**src/rtl/neuron_controller_if.sv**
```systemverilog
// Handshake/bus bundle between the neuron controller, its datapath and the result consumer.
// master = controller side, slave = datapath/consumer side.
interface neuron_controller_if;
  logic        start;
  logic [15:0] index;
  logic        ld;
  logic        dp_clr;
  logic [15:0] result_in;
  logic [15:0] result_out;
  logic        result_valid;
  logic        result_ready;
  logic        busy;
  logic        done;

  modport master (
    input  start, result_in, result_ready,
    output index, ld, dp_clr, result_out, result_valid, busy, done
  );

  modport slave (
    output start, result_in, result_ready,
    input  index, ld, dp_clr, result_out, result_valid, busy, done
  );
endinterface

```
**src/rtl/neuron_controller.sv**
```systemverilog
// Sequencer for one neuron evaluation: CLEAR, n ACCUM beats, SETTLE, then HOLD until accepted.
// Optional macro NEURON_CTRL_STALL_EN adds a stall input that freezes the ACCUM beat.
module neuron_controller #(
  parameter int unsigned n = 16
) (
  input  logic               clk,
  input  logic               rst,
`ifdef NEURON_CTRL_STALL_EN
  input  logic               stall,
`endif
  neuron_controller_if.master bus
);

  localparam logic [15:0] LAST = 16'(n - 1);

  typedef enum logic [2:0] {
    IDLE   = 3'd0,
    CLEAR  = 3'd1,
    ACCUM  = 3'd2,
    SETTLE = 3'd3,
    HOLD   = 3'd4
  } state_t;

  state_t      state, nxt;
  logic [15:0] cnt;
  logic [15:0] res_q;
  logic        stall_i;
  logic        ld_c, clr_c, done_c;
  logic [15:0] idx_c;

`ifdef NEURON_CTRL_STALL_EN
  assign stall_i = stall;
`else
  assign stall_i = 1'b0;
`endif

  always_ff @(posedge clk or negedge rst) begin
    if (!rst) state <= IDLE;
    else      state <= nxt;
  end

  // Beat counter saturates at LAST; it is rewound in CLEAR so it never wraps.
  always_ff @(posedge clk or negedge rst) begin
    if (!rst)
      cnt <= '0;
    else if (state == CLEAR)
      cnt <= '0;
    else if (state == ACCUM && !stall_i && cnt != LAST)
      cnt <= cnt + 16'd1;
  end

  always_ff @(posedge clk or negedge rst) begin
    if (!rst)
      res_q <= '0;
    else if (state == SETTLE)
      res_q <= bus.result_in;
  end

  always_comb begin
    nxt    = state;
    ld_c   = 1'b0;
    clr_c  = 1'b0;
    done_c = 1'b0;
    idx_c  = '0;
    unique case (state)
      IDLE: if (bus.start) nxt = CLEAR;
      CLEAR: begin
        clr_c = 1'b1;
        nxt   = ACCUM;
      end
      ACCUM: begin
        idx_c = cnt;
        ld_c  = !stall_i;
        if (!stall_i && cnt == LAST) nxt = SETTLE;
      end
      SETTLE: nxt = HOLD;
      HOLD: if (bus.result_ready) begin
        done_c = 1'b1;
        nxt    = IDLE;
      end
      default: nxt = IDLE;
    endcase
  end

  assign bus.index        = idx_c;
  assign bus.ld           = ld_c;
  assign bus.dp_clr       = clr_c;
  assign bus.result_out   = res_q;
  assign bus.result_valid = (state == HOLD);
  assign bus.busy         = (state != IDLE);
  assign bus.done         = done_c;

endmodule

```
**src/flat_wrapper.sv**
```systemverilog
// flat-port wrapper written by rule: the top's interface ports become plain ports
module neuron_controller_flat 
#(
  parameter int unsigned n = 16
)
  (clk, rst, bus_start, bus_result_in, bus_result_ready, bus_index, bus_ld, bus_dp_clr, bus_result_out, bus_result_valid, bus_busy, bus_done);
  neuron_controller_if bus_i ();
  input  logic clk;
  input  logic rst;
  input wire logic [$bits(bus_i.start)-1:0] bus_start;
  input wire logic [$bits(bus_i.result_in)-1:0] bus_result_in;
  input wire logic [$bits(bus_i.result_ready)-1:0] bus_result_ready;
  output wire logic [$bits(bus_i.index)-1:0] bus_index;
  output wire logic [$bits(bus_i.ld)-1:0] bus_ld;
  output wire logic [$bits(bus_i.dp_clr)-1:0] bus_dp_clr;
  output wire logic [$bits(bus_i.result_out)-1:0] bus_result_out;
  output wire logic [$bits(bus_i.result_valid)-1:0] bus_result_valid;
  output wire logic [$bits(bus_i.busy)-1:0] bus_busy;
  output wire logic [$bits(bus_i.done)-1:0] bus_done;
  assign bus_i.start = bus_start;
  assign bus_i.result_in = bus_result_in;
  assign bus_i.result_ready = bus_result_ready;
  assign bus_index = bus_i.index;
  assign bus_ld = bus_i.ld;
  assign bus_dp_clr = bus_i.dp_clr;
  assign bus_result_out = bus_i.result_out;
  assign bus_result_valid = bus_i.result_valid;
  assign bus_busy = bus_i.busy;
  assign bus_done = bus_i.done;
  neuron_controller #(.n(n)) u_core (.clk(clk), .rst(rst), .bus(bus_i));
endmodule
```
**config.mk**
```make
export PLATFORM = sky130hd
export DESIGN_NAME = neuron_controller_flat
export DESIGN_NICKNAME = d
export VERILOG_FILES = /design/src/rtl/neuron_controller_if.sv /design/src/rtl/neuron_controller.sv /design/src/flat_wrapper.sv
export SDC_FILE = /design/constraint.sdc
export NUM_CORES = 1
export LEC_CHECK = 0
export ABC_AREA = 1
export CORE_MARGIN = 1.5
export CORE_UTILIZATION = 42
export CTS_CLUSTER_SIZE = 14
export DETAILED_ROUTE_END_ITERATION = 10
export PLACE_DENSITY_LB_ADDON = 0.2
export SETUP_SLACK_MARGIN = 0.05
export SYNTH_ARGS = -nofsm -noshare
export SYNTH_HDL_FRONTEND = slang
export SYNTH_SLANG_ARGS = --single-unit
```
**constraint.sdc**
```tcl
create_clock -name clk -period 1.4 [get_ports clk]
set_input_delay 0.28 -clock clk [delete_from_list [all_inputs] [get_ports clk]]
set_output_delay 0.28 -clock clk [all_outputs]
set_load 0.02 [all_outputs]
```
==> summary.txt, run 1 <==
Synth
  • Yosys warning count: 0
  • Unique masters post-synth: 24
  • Cells after synthesis: 231
  • Commonest cells in the synthesized netlist: 59 x nand2_1, 38 x nor2_1, 35 x dfrtp_1
  • Mapped Area: 1910 um^2
  • Synth top area share: 45.9%
  • Mean Syn Cell Area: 8.26 um^2
  • Cell taking the most area after synthesis: dfrtp_1
  • Most common cell in the synthesized netlist: nand2_1
  • Dominant synthesized flop cell: dfrtp_1
  • Sequential-to-total area share from yosys stat: 45.9%
  • Register bit total from synthesis: 35
  • Number of enable-type register cells in the synthesized netlist: 0
  • Post-synth ARST share: 100%
  • Mapped Nets: 252
  • Top post-synthesis cells by area: dfrtp_1 46%, nand2_1 12%, nor2_1 7.5%, mux2_1 5.3%, inv_1 4.3%

Placed design
  • Inst Count DP: 374
  • Setup Slack @ Placement: -485 ps
  • Final Wtd Congestion: 0.878
  • DP Wirelength: 3580 um
  • Port Buffers: 56

Pwr
  • Pleak: 1.64 nW
  • Power per cell area: 1910 nW/um^2
  • Max rail drop VDD: 0.000705 V

Cells and area
  • Layout overhead on the synthesized area: 83.0%
  • Fill count: 244
  • Register Area: 877 um^2
  • Layout cell share with drive strength beyond 1: 46.3%
  • Total inserted antenna cells: 0
  • Post-route insts no fill: 400
  • Layout net count: 368
  • Multi-input gate area: 1230 um^2

Run status
  • Status: complete, but fails checks
  • Failing checks: negative setup slack

Setup path
  • CP top delay family: flip-flops
  • CP Max Fanout: 17
  • WS Path Type: reg -> out
  • Slowest CP cell: dfrtp_2
  • CP Launch Type: flop
  • Arr. time, crit path: 1460 ps
  • CP required: 1120 ps
  • Max incr delay on CP: 430 ps
  • Number of buffers and inverters on the critical path: 3
  • Crit. End Element: output pin
  • CP cell instances: nor2_4 -> inv_4 -> nor2_8 -> inv_12 -> nor2_1 -> buf_4

Run
  • Max Cap Viol: 0

Floorplanning
  • # IOs: 57
  • Die span in y: 70.4 um
  • Die W: 70.4 um
  • Area of the die: 4960 um^2
  • Row count: 24
  • Core ar.: 4350 um^2
  • Initial Util: 43.8%

Clock network
  • Num CTS Buffers: 5
  • CTS tree: built
  • Longest Clk Path Bufs: 2
  • Clock Root Buffer: clkbuf_8
  • # H-tree levels: 2
  • CTS clk-pin slew, worst paths: 70 ps
  • Later-pin clock latency in the skew report: 300 ps
  • CTS sink cnt: 35

Detailed routing
  • Via density: 5.15
  • DRC viols: 0
  • WL per Instance: 15.4 um
  • ANT nets after route: 0
  • 1st-iter DRT viols: 113
  • First-pass detailed-route iteration total: 4
  • Vias: 2,060
  • Drt total wl: 6180 um

Timing
  • Clock Skews: 8.64 ps
  • RSZ-0062 raised after global routing: yes
  • Slew Viols, Final: 0
  • Tcrit/Tclk final: 124%
  • F_max: 576 MHz
  • Slew @ Worst Pin: 256 ps
  • Final setup violation count: 38
  • Max-slew headroom: 82.7%
  • Min Tclk post-route: 1740 ps
  • Final hold vios: 0
  • Setup tns final: -7410 ps
  • Final WS setup: -336 ps

Hold path
  • Hold Path Class: in -> async

GRT
  • Initial antenna violation count: 0
  • First-pass GRT wire length: 8850 um
  • Largest net degree at the start of global routing: 22
  • Grt total ovfl: 0
  • GRT Total Usage: 22.9%
  • Number of global-route vias before repair: 1,949
[cell type report]
type                            count  area share (%)
Sequential cell                    35            25.1
Timing Repair inverter              2           0.789
Multi-Input combinational cell    165            35.2
Timing Repair Buffer              109            29.1
Inverter                           29            4.55
Clock inverter                      2            1.00
Tap cell                           52            1.86
Clock buffer                        6            2.37
[report_power, final]
part	leakage (nW)	internal, W	switching, W	total [W]
registers	0.444	0.00134	0.000193	0.00154
logic	1.13	0.00189	0.00228	0.00417
clock network	0.0612	0.000576	0.000386	0.000962
total	1.64	0.00381	0.00286	0.00667
[final timing paths]
path                                                            from                                    to  slack, ps  cells past startpoint
worst min-delay path                                             rst  u_core.bus.result_out[7]$_DFFE_PN0P_        330                      2
worst max register to register           u_core.state[0]$_DFFE_PN0P_            u_core.cnt[11]$_DFFE_PN0P_       -160                     10
min in group clk                u_core.bus.result_out[0]$_DFFE_PN0P_  u_core.bus.result_out[0]$_DFFE_PN0P_        500                      1
worst min register to register  u_core.bus.result_out[0]$_DFFE_PN0P_  u_core.bus.result_out[0]$_DFFE_PN0P_        500                      1
worst max-delay path                     u_core.state[0]$_DFFE_PN0P_                          bus_index[2]       -340                      6
max in group asynchronous                                        rst           u_core.state[0]$_DFFE_PN0P_        790                      2
[per-layer routing]
layer / part of all wire [%] / up-vias / track usage [%] / wire (um)
li1: - / 987 / - / -
met1: 40 / 941 / 27.9 / 2490
met2: 51 / 107 / 39.8 / 3150
met3: 5.9 / 25 / 5.77 / 364
met4: 2.7 / 0 / 6.41 / 166
met5: 0 / - / 0 / 0
[cell usage in the layout, fill, tap and decap left out, drive strengths merged]
master / count
buf: 74
nand4: 13
nand3: 13
dlygate4sd2: 16
xor2: 3
clkbuf: 6
clkdlybuf4s50: 19
ha: 1
clkinv: 3
bufinv: 1
o21ai: 9
dfrtp: 35
mux2: 16
a21oi: 2
nor2: 41
nor3: 5
nor4: 1
nand2: 61
inv: 29
[kinds of logic after synthesis]
logic type / share of synthesized area [%]
simple gates: 32.2
flops: 45.9
buf+inv: 7.54
mux: 9.44
compound gates: 2.89
xor+xnor: 1.38
fa+ha+maj: 0.656
[what timing repair did]
action / 4_1_cts / 5_1_grt
setup buffers: 4 / 11
gates cloned: 3 / 1
resized for setup: 185 / 49
setup endpoints to repair: 70 / 55
pin swaps: 16 / 19
hold buffers: 0 / 0
[sequential cells by signal, indices dropped and copies added, names as in the netlist]
| register | cells |
|---|---|
| u_core.cnt | 16 |
| u_core.bus.result_out | 16 |
| u_core.state | 3 |
[through the flow]
| step | cell area (um^2) | hold WS, ps | power, W | util [%] |
|---|---|---|---|---|
| 2_1_floorplan | 2000 | -15.6 | 0.00319 | - |
| 3_3_place_gp | 2890 | 473 | 0.00432 | 66.3 |
| 3_5_place_dp | 2890 | 480 | 0.00439 | 66.3 |
| 4_1_cts | 3210 | 346 | 0.00582 | 73.6 |
| 5_1_grt | 3490 | 348 | 0.00702 | 80.2 |
| 6_report | 3490 | 330 | 0.00667 | 80.2 |
[worst reg2reg max path: cells and delay by family (launching register included)]
family | cells | cell delay [ps]
buf+inv | 4 | 370
flops | 1 | 430
simple gates | 6 | 640
(Power assumes the default switching activity.)
==> run 2, diff against run 1 <==
==> constraint.sdc (replaced) <==
create_clock -name clk -period 1.4 [get_ports clk]
set_input_delay 0.28 -clock clk [delete_from_list [all_inputs] [get_ports clk]]
set_output_delay 0.28 -clock clk [all_outputs]
set_load 0.01 [all_outputs]
==> summary.txt, run 2 (synthesis gave the netlist of run 1 again) <==
Timing
  • Final hold slack: 343 ps
  • Final hold vios: 0
  • Min Tclk post-route: 1660 ps
  • Tcrit/Tclk final: 119%
  • Max-slew headroom: 82.4%
  • RSZ-0062 raised after global routing: yes
  • Final setup violation count: 53
  • Setup tns final: -8490 ps
  • Slew @ Worst Pin: 261 ps
  • Clock Skews: 6.43 ps
  • F_max: 601 MHz
  • Slew Viols, Final: 0
  • Final WS setup: -265 ps

Cells and area
  • Final core utilization: 71.6%
  • Layout cell share with drive strength beyond 1: 37.6%
  • Multi-input gate area: 1100 um^2
  • Layout net count: 350
  • Post-route insts no fill: 382
  • Commonest non-fill, non-tap cell in the layout: nand2_1
  • Most frequent cells in the layout: 57 x nand2_1, 34 x dfrtp_1, 26 x buf_4
  • Total inserted antenna cells: 0
  • Register Area: 877 um^2
  • Fill count: 325
  • Layout overhead on the synthesized area: 63.3%

Setup path
  • CP Launch Type: flop
  • CP required: 1120 ps
  • R2R Path Start: u_core.state[2]$_DFFE_PN0P_
  • Crit. End Element: output pin
  • CP most frequent cell: buf_6
  • CP cell instances: nor2_4 -> inv_2 -> nor2_8 -> buf_6 -> buf_6 -> buf_2
  • Register-to-register setup slack: -150 ps
  • Max incr delay on CP: 420 ps
  • R2R Path End: u_core.cnt[6]$_DFFE_PN0P_
  • CP Max Fanout: 2
  • WS Path Type: reg -> out
  • R2R depth: 10
  • Arr. time, crit path: 1380 ps
  • Slowest CP cell: dfrtp_1

GRT
  • GRT Total Usage: 22.7%
  • Largest net degree at the start of global routing: 20
  • Number of global-route vias before repair: 1,883
  • First-pass GRT wire length: 8760 um
  • Initial antenna violation count: 0
  • Grt total ovfl: 0

Detailed routing
  • WL per Instance: 13.6 um
  • Via density: 4.98
  • DRC viols: 0
  • 1st-iter DRT viols: 118
  • ANT nets after route: 0
  • Drt total wl: 5190 um
  • First-pass detailed-route iteration total: 4
  • Vias: 1,901

Run status
  • Status: complete, but fails checks
  • Failing checks: negative setup slack

Floorplanning
  • Initial Util: 43.8%
  • Core ar.: 4350 um^2
  • Die W: 70.4 um
  • # IOs: 57
  • Die span in y: 70.4 um
  • Area of the die: 4960 um^2
  • Row count: 24

Placed design
  • Port Buffers: 56
  • DP Wirelength: 3490 um
  • Inst Count DP: 364
  • Setup Slack @ Placement: -402 ps
  • Final Wtd Congestion: 0.815

Run
  • Max Cap Viol: 0

Pwr
  • Pleak: 1.49 nW
  • Max rail drop VDD: 0.000768 V
  • Power per cell area: 1790 nW/um^2

Clock network
  • # H-tree levels: 2
  • CTS sink cnt: 35
  • Num CTS Buffers: 5
  • Later-pin clock latency in the skew report: 290 ps
  • CTS tree: built
  • Clock Root Buffer: clkbuf_8
  • Longest Clk Path Bufs: 2
  • CTS clk-pin slew, worst paths: 70 ps

Hold path
  • Hold Path Class: in -> async
==> run 2: cell count changes in the layout (fill, tap and decap cells not counted), sizes merged <==
cell | before | now
inv | 29 | 27
clkinvlp | 0 | 1
clkinv | 3 | 2
buf | 74 | 58
==> run 2: cell type report <==
cell class              count  share of cell area (%)
flip-flops and latches     35                    28.2
inverters                  29                    4.58
clock buffers               6                    2.65
multi-input cells         165                    35.2
clock inverters             2                    1.12
repair buffers             93                    26.2
well taps                  52                    2.09
==> run 2: worst max path at each step <==
| stage | from | end |
|---|---|---|
| 6_report | u_core.state[2]$_DFFE_PN0P_ | bus_ld |
| 5_1_grt | u_core.state[2]$_DFFE_PN0P_ | bus_done |
| 4_1_cts | u_core.state[2]$_DFFE_PN0P_ | bus_index[3] |
| 3_5_place_dp | u_core.state[0]$_DFFE_PN0P_ | bus_index[7] |
| 3_3_place_gp | bus_result_ready | bus_done |
| 2_1_floorplan | u_core.state[0]$_DFFE_PN0P_ | bus_index[10] |
==> run 2: where the power goes <==
part | switching [W] | leakage (nW) | internal [W]
combinational | 0.00158 | 0.986 | 0.00148
sequential | 0.000205 | 0.444 | 0.00134
clock | 0.000382 | 0.0612 | 0.000576
==> run 2: worst max-delay path, delay by kind of cell (launching register included) <==
kind	cells	cell delay, ps
buffers and inverters	4	400
and+or+nand+nor	2	280
DFF	1	420
==> run 2: per-stage QoR <==
step           cell area, um^2  total power [W]
2_1_floorplan             2000          0.00292
3_3_place_gp              2790          0.00400
3_5_place_dp              2790          0.00406
4_1_cts                   3040          0.00538
5_1_grt                   3120          0.00591
6_report                  3120          0.00556
==> run 2: layer usage <==
metal	vias up	routed length [um]	global-route usage (%)
met1	888	2200	28.5
met3	9	328	4.18
met2	62	2570	38.7
met4	0	87	8.76
li1	942	-	-
met5	-	0	0
==> run 2: what timing repair did <==
item	in CTS	in global routing
hold buffers	0	0
pin swaps	2	2
resized for setup	140	21
buffers inserted	7	1
setup endpoints to repair	67	56
gates cloned	2	0
